==> config.mk <==
export PLATFORM = sky130hd
export DESIGN_NAME = nv_nvdla_sdp_wdma_split
export DESIGN_NICKNAME = d
export VERILOG_FILES = /design/src/rtl/nv_nvdla_sdp_pkg.sv /design/src/rtl/nv_nvdla_sdp_split_mux.sv /design/src/rtl/nv_nvdla_sdp_wdma_split.sv
export SDC_FILE = /design/constraint.sdc
export NUM_CORES = 1
export LEC_CHECK = 0
export ABC_CLOCK_PERIOD_IN_PS = 2300
export BUFFER_PORTS_ARGS = -buffer_cell sky130_fd_sc_hd__buf_4
export CORE_UTILIZATION = 52
export CTS_CLUSTER_SIZE = 28
export DETAILED_ROUTE_END_ITERATION = 10
export MAX_ROUTING_LAYER = met4
export PLACE_DENSITY = 0.88
export SLEW_MARGIN = 15
export SYNTH_ARGS = -nofsm -noshare
export SYNTH_HDL_FRONTEND = slang
export SYNTH_HIERARCHICAL = 1
export SYNTH_SLANG_ARGS = --single-unit
==> constraint.sdc <==
create_clock -name nvdla_core_clk -period 2.3 [get_ports nvdla_core_clk]
set_input_delay 0.23 -clock nvdla_core_clk [delete_from_list [all_inputs] [get_ports nvdla_core_clk]]
set_output_delay 0.23 -clock nvdla_core_clk [all_outputs]
set_load 0.01 [all_outputs]
==> src/rtl/nv_nvdla_sdp_pkg.sv <==
// Shared SDP types, default widths and mask helpers for the write-path splitter.
package nv_nvdla_sdp_pkg;

   localparam int unsigned SDP_ATOM_W = 64;
   localparam int unsigned SDP_RATIO  = 4;
   // Mask width at the largest legal RATIO; narrower masks are zero-extended.
   localparam int unsigned SDP_MASK_W = 4;
   localparam int unsigned SDP_CNT_W  = 3;

   typedef enum logic {
      ST_EMPTY = 1'b0,
      ST_EMIT  = 1'b1
   } sdp_split_state_e;

   function automatic logic [SDP_CNT_W-1:0] sdp_popcount(input logic [SDP_MASK_W-1:0] m);
      logic [SDP_CNT_W-1:0] cnt;
      cnt = '0;
      for (int unsigned i = 0; i < SDP_MASK_W; i++) begin
         cnt = cnt + SDP_CNT_W'(m[i]);
      end
      return cnt;
   endfunction

   // True when the set bits form a run starting at bit 0 (zero counts as contiguous).
   function automatic logic sdp_mask_contig(input logic [SDP_MASK_W-1:0] m);
      logic [SDP_MASK_W-1:0] m_inc;
      m_inc = m + SDP_MASK_W'(1);
      return ((m & m_inc) == '0);
   endfunction

endpackage

==> src/rtl/nv_nvdla_sdp_split_mux.sv <==
// RATIO:1 atom select driven by the splitter's emit index.
module nv_nvdla_sdp_split_mux #(
   parameter int unsigned RATIO  = 4,
   parameter int unsigned ATOM_W = 64,
   parameter int unsigned IDX_W  = 2
) (
   input  logic [RATIO*ATOM_W-1:0] i_atoms,
   input  logic [IDX_W-1:0]        i_idx,
   output logic [ATOM_W-1:0]       o_atom_c
);

   always_comb begin
      o_atom_c = '0;
      for (int unsigned i = 0; i < RATIO; i++) begin
         if (i_idx == IDX_W'(i)) begin
            o_atom_c = i_atoms[i*ATOM_W +: ATOM_W];
         end
      end
   end

endmodule

==> src/rtl/nv_nvdla_sdp_wdma_split.sv <==
// Wide-word to atom splitter on the SDP write path; emits valid atoms one per cycle.
// Optional sticky mask-error flag enabled by defining NVDLA_SDP_SPLIT_ERR_EN.
module nv_nvdla_sdp_wdma_split
   import nv_nvdla_sdp_pkg::*;
#(
   parameter int unsigned RATIO  = SDP_RATIO,
   parameter int unsigned ATOM_W = SDP_ATOM_W
) (
   input  logic                          nvdla_core_clk,
   input  logic                          nvdla_core_rstn,
   input  logic                          inp_pvld,
   output logic                          inp_prdy,
   input  logic [RATIO*ATOM_W+RATIO-1:0] inp_data,
   input  logic                          inp_end,
   output logic                          out_pvld,
   input  logic                          out_prdy,
   output logic [ATOM_W:0]               out_data,
   output logic                          out_end
`ifdef NVDLA_SDP_SPLIT_ERR_EN
  ,output logic                          err_mask
`endif
);

   localparam int unsigned IDX_W  = (RATIO > 1) ? $clog2(RATIO) : 1;
   localparam int unsigned DATA_W = RATIO * ATOM_W;

   sdp_split_state_e      r_state, w_state_nxt;
   logic [DATA_W-1:0]     r_data, w_data_nxt;
   logic                  r_end, w_end_nxt;
   logic [IDX_W-1:0]      r_idx, w_idx_nxt;
   logic [IDX_W-1:0]      r_cnt_m1, w_cnt_nxt;

   logic [RATIO-1:0]      w_mask;
   logic [SDP_MASK_W-1:0] w_mask_ext;
   logic [SDP_CNT_W-1:0]  w_pop;
   logic                  w_buf_vld;
   logic                  w_last;
   logic                  w_inp_acc;
   logic                  w_out_acc;
   logic                  w_load;
   logic [ATOM_W-1:0]     w_atom;

   assign w_mask     = inp_data[DATA_W +: RATIO];
   assign w_mask_ext = SDP_MASK_W'(w_mask);
   assign w_pop      = sdp_popcount(w_mask_ext);

   assign w_buf_vld = (r_state == ST_EMIT);
   assign w_last    = (r_idx == r_cnt_m1);
   assign inp_prdy  = !w_buf_vld | (out_prdy & w_last);
   assign w_inp_acc = inp_pvld & inp_prdy;
   assign w_out_acc = w_buf_vld & out_prdy;
   // Zero-mask words are consumed without touching the buffer.
   assign w_load    = w_inp_acc & (|w_mask);

   always_ff @(posedge nvdla_core_clk or negedge nvdla_core_rstn) begin
      if (!nvdla_core_rstn) begin
         r_state  <= ST_EMPTY;
         r_data   <= '0;
         r_end    <= 1'b0;
         r_idx    <= '0;
         r_cnt_m1 <= '0;
      end else begin
         r_state  <= w_state_nxt;
         r_data   <= w_data_nxt;
         r_end    <= w_end_nxt;
         r_idx    <= w_idx_nxt;
         r_cnt_m1 <= w_cnt_nxt;
      end
   end

   always_comb begin
      w_state_nxt = r_state;
      w_data_nxt  = r_data;
      w_end_nxt   = r_end;
      w_idx_nxt   = r_idx;
      w_cnt_nxt   = r_cnt_m1;

      case (r_state)
         ST_EMPTY: begin
            if (w_load) w_state_nxt = ST_EMIT;
         end
         ST_EMIT: begin
            if (w_out_acc && w_last && !w_load) w_state_nxt = ST_EMPTY;
         end
         default: w_state_nxt = ST_EMPTY;
      endcase

      // A load only happens when the buffer is empty or its last atom leaves now.
      if (w_load) begin
         w_data_nxt = inp_data[DATA_W-1:0];
         w_end_nxt  = inp_end;
         w_idx_nxt  = '0;
         w_cnt_nxt  = IDX_W'(w_pop - SDP_CNT_W'(1));
      end else if (w_out_acc && !w_last) begin
         w_idx_nxt = r_idx + IDX_W'(1);
      end
   end

   nv_nvdla_sdp_split_mux #(
      .RATIO  (RATIO),
      .ATOM_W (ATOM_W),
      .IDX_W  (IDX_W)
   ) u_mux (
      .i_atoms  (r_data),
      .i_idx    (r_idx),
      .o_atom_c (w_atom)
   );

   assign out_pvld = w_buf_vld;
   assign out_data = {1'b1, w_atom};
   assign out_end  = w_buf_vld & r_end & w_last;

`ifdef NVDLA_SDP_SPLIT_ERR_EN
   logic r_err, w_err_nxt;

   always_comb begin
      w_err_nxt = r_err;
      if (w_inp_acc && ((w_mask == '0) || !sdp_mask_contig(w_mask_ext))) w_err_nxt = 1'b1;
   end

   always_ff @(posedge nvdla_core_clk or negedge nvdla_core_rstn) begin
      if (!nvdla_core_rstn) r_err <= 1'b0;
      else                  r_err <= w_err_nxt;
   end

   assign err_mask = r_err;
`endif

endmodule

==> flow_summary_export.csv, run 1 <==
group,metric,value,unit
worst_setup_path,worst_setup_path_start_kind,"flop",
worst_setup_path,arrival,2.05,ns
grt,grt_use_total,34.1,%
logic_synthesis,synth_common_cells,"dfrtp_1 (262), mux2_2 (259), mux4_2 (60)",
worst_setup_path,crit_path_end_kind,"primary output",
routing,drt_iter0_drc,417,
grt,grt_pass1_vias,9898,
logic_synthesis,yosysUniqueCellTypes,26,
floorplan,die_h,151,um
placed_design,placed_area,14300,um^2
clock_tree,tritoncts,"built",
placed_design,post-place-ws,0.211,ns
clock_tree,clk_latency,0.53,ns
clock_tree,htreeDepth,1,
timing,rsz0062_at_grt,"true",
clock_tree,cts_buffers,28,
timing,worstMarginPinSlew,0.531,ns
pwr,power,25700,uW
clock_tree,clk_path_buf_depth,3,
floorplan,core,21800,um^2
grt,antenna_found_initial,7,
logic_synthesis,yosysMostFrequentCell,"dfrtp_1",
timing,fin_ws,0.0240,ns
pwr,leakagePower,0.00805,uW
floorplan,die_x,151,um
clock_tree,clkSlewWorstSetupHoldPaths,0.06,ns
flow_run,maxCapViolCount,0,
worst_setup_path,r2r_cells,6,
worst_setup_path,cp.required,2.07,ns
min_path,hold_depth,4,
grt,grt_max_degree,68,
logic_synthesis,synth-seq-area-share,57.0,%
placed_design,dp_hpwl,18600,um
timing,fin_skew,0.0135,ns
worst_setup_path,critical_path_class,"flop to primary output",
logic_synthesis,ys_top_cells_by_area,"dfrtp_1 (57%), mux2_2 (25%), mux4_2 (12%), buf_4 (1.4%), buf_12 (1.0%)",
clock_tree,cts-root-buf,"clkbuf_16",
clock_tree,cts.sinks,262,
logic_synthesis,synthArstFlopShare,100,%
routing,dr.pass1.iters,4,
logic_synthesis,syn_nets,927,
worst_setup_path,cp_max_fo,18,
status,outcome,"finished, final reports clean",
timing,final_max_slew_viol_count,0,
timing,setup_violations,0,
timing,fin_crit,2.28,ns
logic_synthesis,synth_edf_count,0,
logic_synthesis,syn_area_per_cell,17.4,um^2
logic_synthesis,yosys_warnings,6,
placed_design,gp_congestion,0.829,
placed_design,io_buffers,331,
routing,drcViolationCount,0,
cells_and_area,final_layout_size_suffix_gt1_share,57.0,%
routing,ant_nets,0,
routing,routedWlPerCell,24.4,um
min_path,hp-class,"input port to flop",
grt,met3_usage,6.75,%
floorplan,io_pins,333,
logic_synthesis,syn_area,11500,um^2
grt,grt-ovfl-total,0,
timing,maxSlewHeadroom,64.6,%
pwr,peakVddDrop,0.988,mV
routing,drt_wl_total,38400,um
cells_and_area,n_fill_cell,925,
logic_synthesis,ys_seq_elements,262,
logic_synthesis,synth_ff_type,"dfrtp_1",
grt,grt_busiest_layer,"met2",
logic_synthesis,synth_top_area_share,57.0,%
logic_synthesis,yosysTopAreaCell,"dfrtp_1",
timing,period_share,99.0,%
cells_and_area,design_area,18200,um^2
grt,grtUsageMet2,59.8,%
cells_and_area,nets,1532,
routing,vias,8708,
floorplan,rows,54,
floorplan,start_util,52.9,%
floorplan,die_area,22700,um^2
pwr,power_density,1410,nW/um^2
grt,use_met1,37.9,%
routing,vias_per_cell,5.53,
cells_and_area,syn_to_final_growth,58.4,%
timing,max_freq,439,MHz
timing,hold_violations,0,
grt,grt_pass1_wl,55900,um
logic_synthesis,syn_inst,660,
critical path: stages (launching register included):
cell	delay, ns
dfrtp_4	0.49
buf_16	0.23
mux4_1	0.60
buf_4	0.17
cell type report:
type	count	area, um^2	area share, %
inverter	6	22.5	0.124
sequential	262	6560	36.0
timing repair buffer	618	5740	31.5
multi-input combinational	349	4560	25.0
antenna	8	20.0	0.110
clock inverter	9	105	0.576
tap	280	350	1.92
clock buffer	43	878	4.82
routing by layer:
metal  up-vias  share of wire (%)
li1       3679                  -
met1      4501                 37
met2       417                 53
met3       111                5.9
met4         0                4.1
met5         -                  0
worst paths after layout:
kind | startpoint | endpoint | slack, ns
setup / recovery | r_idx[0] | out_data[2] | 0.02
hold / removal | out_prdy | r_idx[1] | 0.1
setup reg to reg | r_idx[0] | r_data[121] | 0.08
hold reg to reg | r_data[240] | r_data[240] | 0.50
max in group asynchronous | nvdla_core_rstn | r_data[135] | 1.29
min in group asynchronous | nvdla_core_rstn | r_data[41] | 0.24
flip-flops by register name (all words and copies together), names as in the netlist:
name and flops:
r_idx 2, r_data 256, r_end 1, r_cnt_m1 2, out_pvld 1
placed cells by master (no fill, tap or decap), types with 3 or more instances in the layout:
cell           netlist  routed
buf_6                2      34
clkinv_2             0       4
nand2_1              6       6
inv_1                6       6
clkbuf_16            0      32
buf_12               6      13
clkbuf_8             0      10
mux4_2              60      61
clkbuf_1             0       4
mux4_1               4       3
diode_2              0       8
buf_4               21     304
dfrtp_1            262     260
mux2_2             259     259
buf_16               0       5
dlygate4sd3_1        0     258
nor2_1               3       3
report_power, final:
part	switching, uW	internal, uW
Sequential	1600	7050
Combinational	4900	7400
Clock	1920	2850
logic make-up after synthesis:
family | synth area share, %
AO/OA/AOI/OAI | 0.544
multiplexers | 38.0
AND/OR/NAND/NOR | 0.544
buffers and inverters | 3.41
other | 0.0326
XOR/XNOR | 0.228
adder cells (fa/ha/maj) | 0.283
flip-flops | 57.0
stage by stage:
step	utilization [%]	hold WS, ns	std cells	setup TNS, ns
6_report	83.8	0.0984	1575	0
3_3_place_gp	65.7	0.222	1248	0
2_1_floorplan	-	-0.0656	660	0
4_1_cts	82.8	0.0743	1562	-0.0000928
5_1_grt	83.8	0.0809	1574	-0.505
3_5_place_dp	65.7	0.220	1248	0
timing repair:
item | in CTS | in global routing
hold buffers | 258 | 0
endpoints found under the setup margin | 64 | 63
hold endpoints to repair | 320 | 0
buffers inserted | 1 | 2
resized for setup | 13 | 30
gates cloned | 3 | 3
No activity file was read; power rests on OpenSTA's default activity.
==> inputs of run 2 (changes only) <==
==> constraint.sdc (replaced) <==
create_clock -name nvdla_core_clk -period 2.3 [get_ports nvdla_core_clk]
set_input_delay 0.46 -clock nvdla_core_clk [delete_from_list [all_inputs] [get_ports nvdla_core_clk]]
set_output_delay 0.46 -clock nvdla_core_clk [all_outputs]
set_load 0.01 [all_outputs]
==> run 2 against run 1 <==
  * Sequential cell count unchanged
  * Global-route usage decreased by 7.3 points
  * Via count is 8.9% lower
  * Critical path type unchanged
  * Highest routed layer unchanged
  * The flow now finishes with violations (setup timing)
==> flow_summary_export.csv, run 2 (synthesized netlist as in run 1, its figures left out) <==
group,metric,value,unit
status,outcome,"finished, violations left",
status,violations,"setup timing",
timing,setup_violations,283,
grt,antenna_found_initial,0,
grt,grt_use_total,26.9,%
timing,fin_skew,0.0207,ns
placed_design,placed_area,14400,um^2
placed_design,gp_congestion,0.802,
timing,maxSlewHeadroom,61.1,%
min_path,min_from,"inp_data[38]",
routing,vias,7929,
routing,drt_iter0_drc,337,
grt,grt-ovfl-total,0,
timing,worstMarginPinSlew,0.583,ns
worst_setup_path,crit_path_end_kind,"primary output",
worst_setup_path,worst_setup_path_start_kind,"flop",
worst_setup_path,worstSetupStartpoint,"r_idx[0]",
clock_tree,cts_buffers,27,
grt,grt_pass1_wl,44500,um
worst_setup_path,r2r_start,"r_idx[0]",
timing,fin_ws,-0.240,ns
floorplan,die_h,151,um
cells_and_area,layout_common_cells,"buf_4 (288), dfrtp_1 (260), mux2_4 (159)",
min_path,hp-class,"input port to flop",
clock_tree,cts.sinks,262,
clock_tree,cts-root-buf,"clkbuf_16",
cells_and_area,final_common_cell,"buf_4",
timing,fin_crit,2.54,ns
cells_and_area,regMostFlops,"r_data",
pwr,power,28500,uW
routing,ant_nets,0,
routing,vias_per_cell,5.84,
floorplan,die_x,151,um
clock_tree,htreeDepth,1,
floorplan,io_pins,333,
cells_and_area,top_regs,"r_data: 256 flops, r_cnt_m1: 2 flops, r_idx: 2 flops",
timing,rsz0062_at_grt,"true",
pwr,leakagePower,0.00799,uW
worst_setup_path,arrival,2.08,ns
placed_design,io_buffers,331,
cells_and_area,largest_reg_flops,256,
routing,routedWlPerCell,27.6,um
timing,final_max_slew_viol_count,0,
floorplan,start_util,52.9,%
floorplan,core,21800,um^2
clock_tree,clkSlewWorstSetupHoldPaths,0.07,ns
cells_and_area,nets,1325,
pwr,peakVddDrop,1.00,mV
floorplan,rows,54,
clock_tree,tritoncts,"built",
timing,period_share,110,%
routing,dr.pass1.iters,4,
timing,hold_slack,0.143,ns
cells_and_area,syn_to_final_growth,51.2,%
grt,grt_pass1_vias,8091,
floorplan,die_area,22700,um^2
placed_design,dp_hpwl,19300,um
cells_and_area,final_core_util,80.0,%
cells_and_area,design_area,17400,um^2
routing,drt_wl_total,37500,um
pwr,power_density,1640,nW/um^2
cells_and_area,final_layout_size_suffix_gt1_share,73.4,%
flow_run,maxCapViolCount,0,
clock_tree,clk_path_buf_depth,3,
cells_and_area,antenna_cells,0,
worst_setup_path,critical_path_class,"flop to primary output",
routing,drcViolationCount,0,
worst_setup_path,cp.required,1.84,ns
timing,hold_violations,0,
timing,max_freq,394,MHz
grt,grt_max_degree,69,
clock_tree,clk_latency,0.55,ns
worst_setup_path,cp_max_fo,9,
## run 2: changes by cell type in the layout (fill, tap and decap cells not counted), moves of 3 or more
cell           before  now
buf_12             13   20
buf_16              5   15
buf_4             304  288
buf_6              34   56
buf_8               1    8
clkbuf_1            4    1
clkbuf_16          32   51
diode_2             8    0
dlygate4sd3_1     258    1
mux2_2            259  100
mux2_4              0  159
mux4_1              3    0
mux4_2             61   64
## run 2: per-stage QoR
step	setup TNS (ns)	setup WS, ns	cells
6_report	-37.91	-0.240	1358
5_1_grt	-60.46	-0.281	1358
4_1_cts	-13.67	-0.220	1316
3_5_place_dp	0	0.129	1253
3_3_place_gp	0	0.182	1253
2_1_floorplan	0	0.446	660
## run 2: report_power, final
group          leakage [uW]  switching, uW  internal (uW)
combinational       0.00441           5520           9720
sequential          0.00311           1590           7050
clock              0.000466           1920           2740
## run 2: metal layers
metal / vias up / part of all wire (%) / global-route usage (%)
met5: - / 0 / -
met4: 0 / 4.6 / 8.70
met3: 116 / 7.0 / 6.17
met2: 393 / 51 / 45.6
met1: 4141 / 37 / 31.7
li1: 3279 / - / -
## run 2: final cells by class
| class | instances | area (um^2) |
|---|---|---|
| Fill cell | 1094 | 4350 |
| Clock inverter | 13 | 153 |
| Timing Repair Buffer | 412 | 4340 |
| Inverter | 6 | 22.5 |
| Sequential cell | 262 | 6560 |
| Multi-Input combinational cell | 349 | 5190 |
| Clock buffer | 36 | 790 |
| Tap cell | 280 | 350 |
## run 2: critical path: stages, from the launching register on
cell and delay, ns:
dfrtp_4 0.47, buf_4 0.18, buf_16 0.16, mux4_2 0.55, buf_4 0.18
## run 2: what timing repair did
action,in CTS,in global routing
pin swaps,1,3
gates cloned,6,33
endpoints found under the hold margin,61,0
setup endpoints to repair,64,297
gates resized for setup,71,201
buffers inserted,8,9
hold buffers,1,0
## run 2: final timing paths
| path | to | slack, ns | depth (start not counted) |
|---|---|---|---|
| max in group asynchronous | r_data[122] | 1.11 | 3 |
| max | out_data[34] | -0.24 | 4 |
| max reg2reg | r_data[1] | -0.21 | 10 |
| min | r_data[38] | 0.14 | 2 |
| min reg2reg | r_data[199] | 0.50 | 1 |
| min in group asynchronous | r_data[227] | 0.53 | 2 |
==> inputs of run 3 (changes only) <==
- ABC_AREA: not set -> 1
- CORE_UTILIZATION: 52 -> 53
==> run 3 against run 2 <==
  * The run still ends with setup timing left
  * Non-clock buffer count is 42 lower
  * Sequential power is 5.4% lower
  * Final cell count up 57%
  * Die area rose by 5.4%
  * Maximum frequency up 7.3%
  * Utilization shrank 8.5 points
==> flow_summary_export.csv, run 3 <==
group,metric,value,unit
logic_synthesis,syn_nets,1797,
cells_and_area,syn_to_final_growth,31.5,%
logic_synthesis,yosys_warnings,6,
timing,tns,-1.93,ns
worst_setup_path,arrival,1.91,ns
timing,hold_violations,0,
grt,grt_pass1_vias,12000,
logic_synthesis,syn_area,12400,um^2
timing,max_freq,422,MHz
timing,setup_violations,58,
logic_synthesis,ys_seq_elements,262,
logic_synthesis,synth_top_area_share,53.0,%
clock_tree,clkSlewWorstSetupHoldPaths,0.06,ns
cells_and_area,final_layout_size_suffix_gt1_share,24.1,%
routing,vias,12500,
cells_and_area,top_regs,"r_data: 256 flops, r_cnt_m1: 2 flops, r_idx: 2 flops",
cells_and_area,final_cells,2134,
grt,antenna_found_initial,0,
cells_and_area,regMostFlops,"r_data",
timing,final_max_slew_viol_count,0,
cells_and_area,antenna_cells,0,
timing,maxSlewHeadroom,51.8,%
timing,rsz0062_at_grt,"true",
logic_synthesis,syn_inst,1530,
pwr,leakagePower,0.00858,uW
floorplan,die_x,155,um
routing,drt_iter0_drc,1490,
clock_tree,cts_buffers,29,
timing,fin_ws,-0.0682,ns
routing,ant_nets,0,
logic_synthesis,synth_common_cells,"nand2_1 (594), nand3_1 (453), dfrtp_1 (262)",
logic_synthesis,synthArstFlopShare,100,%
worst_setup_path,r2r_cells,6,
pwr,peakVddDrop,1.10,mV
routing,routedWlPerCell,18.6,um
logic_synthesis,yosysUniqueCellTypes,20,
cells_and_area,layout_common_cells,"nand2_1 (581), nand3_1 (451), buf_4 (340)",
logic_synthesis,yosysMostFrequentCell,"nand2_1",
cells_and_area,largest_reg_flops,256,
logic_synthesis,yosysTopAreaCell,"dfrtp_1",
grt,grt_pass1_wl,61000,um
placed_design,gp_congestion,0.877,
clock_tree,htreeDepth,1,
logic_synthesis,syn_area_per_cell,8.09,um^2
timing,fin_crit,2.37,ns
floorplan,die_area,24000,um^2
flow_run,maxCapViolCount,0,
floorplan,io_pins,333,
worst_setup_path,worst_setup_path_start_kind,"flop",
logic_synthesis,synth_ff_type,"dfrtp_1",
cells_and_area,nets,2067,
routing,vias_per_cell,5.84,
grt,grt_use_total,33.1,%
clock_tree,clk_path_buf_depth,3,
cells_and_area,final_common_cell,"nand2_1",
clock_tree,clk_latency,0.54,ns
routing,drt_wl_total,39700,um
timing,fin_skew,0.00869,ns
placed_design,dp.cells,2072,
pwr,power_density,1490,nW/um^2
routing,drcViolationCount,0,
cells_and_area,final_core_util,71.5,%
placed_design,io_buffers,331,
floorplan,rows,55,
grt,grt-ovfl-total,0,
timing,period_share,103,%
clock_tree,cts.sinks,262,
placed_design,dp_hpwl,23600,um
worst_setup_path,critical_path_class,"flop to primary output",
logic_synthesis,synth-seq-area-share,53.0,%
placed_design,post-place-ws,0.335,ns
min_path,hold_depth,3,
floorplan,die_h,155,um
clock_tree,tritoncts,"built",
floorplan,core,22800,um^2
clock_tree,cts-root-buf,"clkbuf_16",
floorplan,start_util,54.3,%
worst_setup_path,crit_path_end_kind,"primary output",
timing,worstMarginPinSlew,0.723,ns
worst_setup_path,cp_max_fo,8,
worst_setup_path,cp.required,1.84,ns
logic_synthesis,ys_top_cells_by_area,"dfrtp_1 (53%), nand3_1 (18%), nand2_1 (18%), nand4_1 (3.3%), buf_2 (3.0%)",
timing,hold_slack,0.144,ns
status,outcome,"finished, violations left",
min_path,hp-class,"input port to flop",
grt,grt_max_degree,157,
routing,dr.pass1.iters,8,
cells_and_area,n_fill_cell,1679,
status,violations,"setup timing",
logic_synthesis,synth_edf_count,0,
run 3: critical path: stages, from the launching register on:
cell and delay, ns:
dfrtp_4 0.57, nor2_4 0.16, buf_12 0.15, buf_12 0.16
nand2_4 0.04, nand4_1 0.13, buf_4 0.15
run 3: cell type report:
| type | count | area, um^2 | share of cell area, % |
|---|---|---|---|
| Clock buffer | 46 | 900 | 5.53 |
| Timing Repair Buffer | 370 | 3170 | 19.5 |
| Multi-Input combinational cell | 1126 | 5110 | 31.4 |
| Inverter | 11 | 58.8 | 0.361 |
| Tap cell | 313 | 392 | 2.41 |
| Sequential cell | 262 | 6560 | 40.3 |
| Clock inverter | 6 | 82.6 | 0.507 |
run 3: power breakdown:
part           switching, uW  internal (uW)  leakage (uW)
Sequential              1360           6810       0.00326
Clock                   1830           2880      0.000484
Combinational           6980           4430       0.00483
Total                  10200          14100       0.00858
run 3: what timing repair did:
action | in CTS | in global routing
setup buffers | 0 | 2
pin swaps | 0 | 1
gates resized for setup | 14 | 26
hold buffers | 1 | 0
setup endpoints to repair | 64 | 65
gates cloned | 2 | 5
hold endpoints to repair | 59 | 0
run 3: kinds of logic after synthesis:
group / after synthesis / synth area share (%)
AND/OR/NAND/NOR: 1120 / 40.0
flip-flops: 262 / 53.0
buffers and inverters: 142 / 6.51
XOR/XNOR: 2 / 0.142
adder cells (fa/ha/maj): 2 / 0.263
AO/OA/AOI/OAI: 1 / 0.0404
other: 1 / 0.0303
run 3: final timing paths:
check                               end            start  slack (ns)
min reg2reg                 r_data[191]      r_data[191]        0.47
min                          r_data[75]     inp_data[75]        0.14
max                        out_data[32]         r_idx[0]       -0.07
min in group asynchronous   r_data[161]  nvdla_core_rstn        0.46
max in group asynchronous   r_data[196]  nvdla_core_rstn        1.12
max reg2reg                  r_data[86]         r_idx[1]        0.27
run 3: metrics by stage:
stage          total power [uW]  area [um^2]
4_1_cts                   23700        16000
6_report                  24300        16300
5_1_grt                   25800        16300
3_3_place_gp              18100        15000
3_5_place_dp              18500        15000
2_1_floorplan             14600        12400
run 3: layer usage:
metal | part of all wire, % | wire length, um | global-route usage, % | vias to the layer above
li1 | - | - | - | 5624
met1 | 38 | 15200 | 41.3 | 5901
met2 | 48 | 19000 | 53.3 | 785
met3 | 9.4 | 3720 | 5.63 | 158
met4 | 4.4 | 1740 | 14.5 | 0
met5 | 0 | 0 | - | -
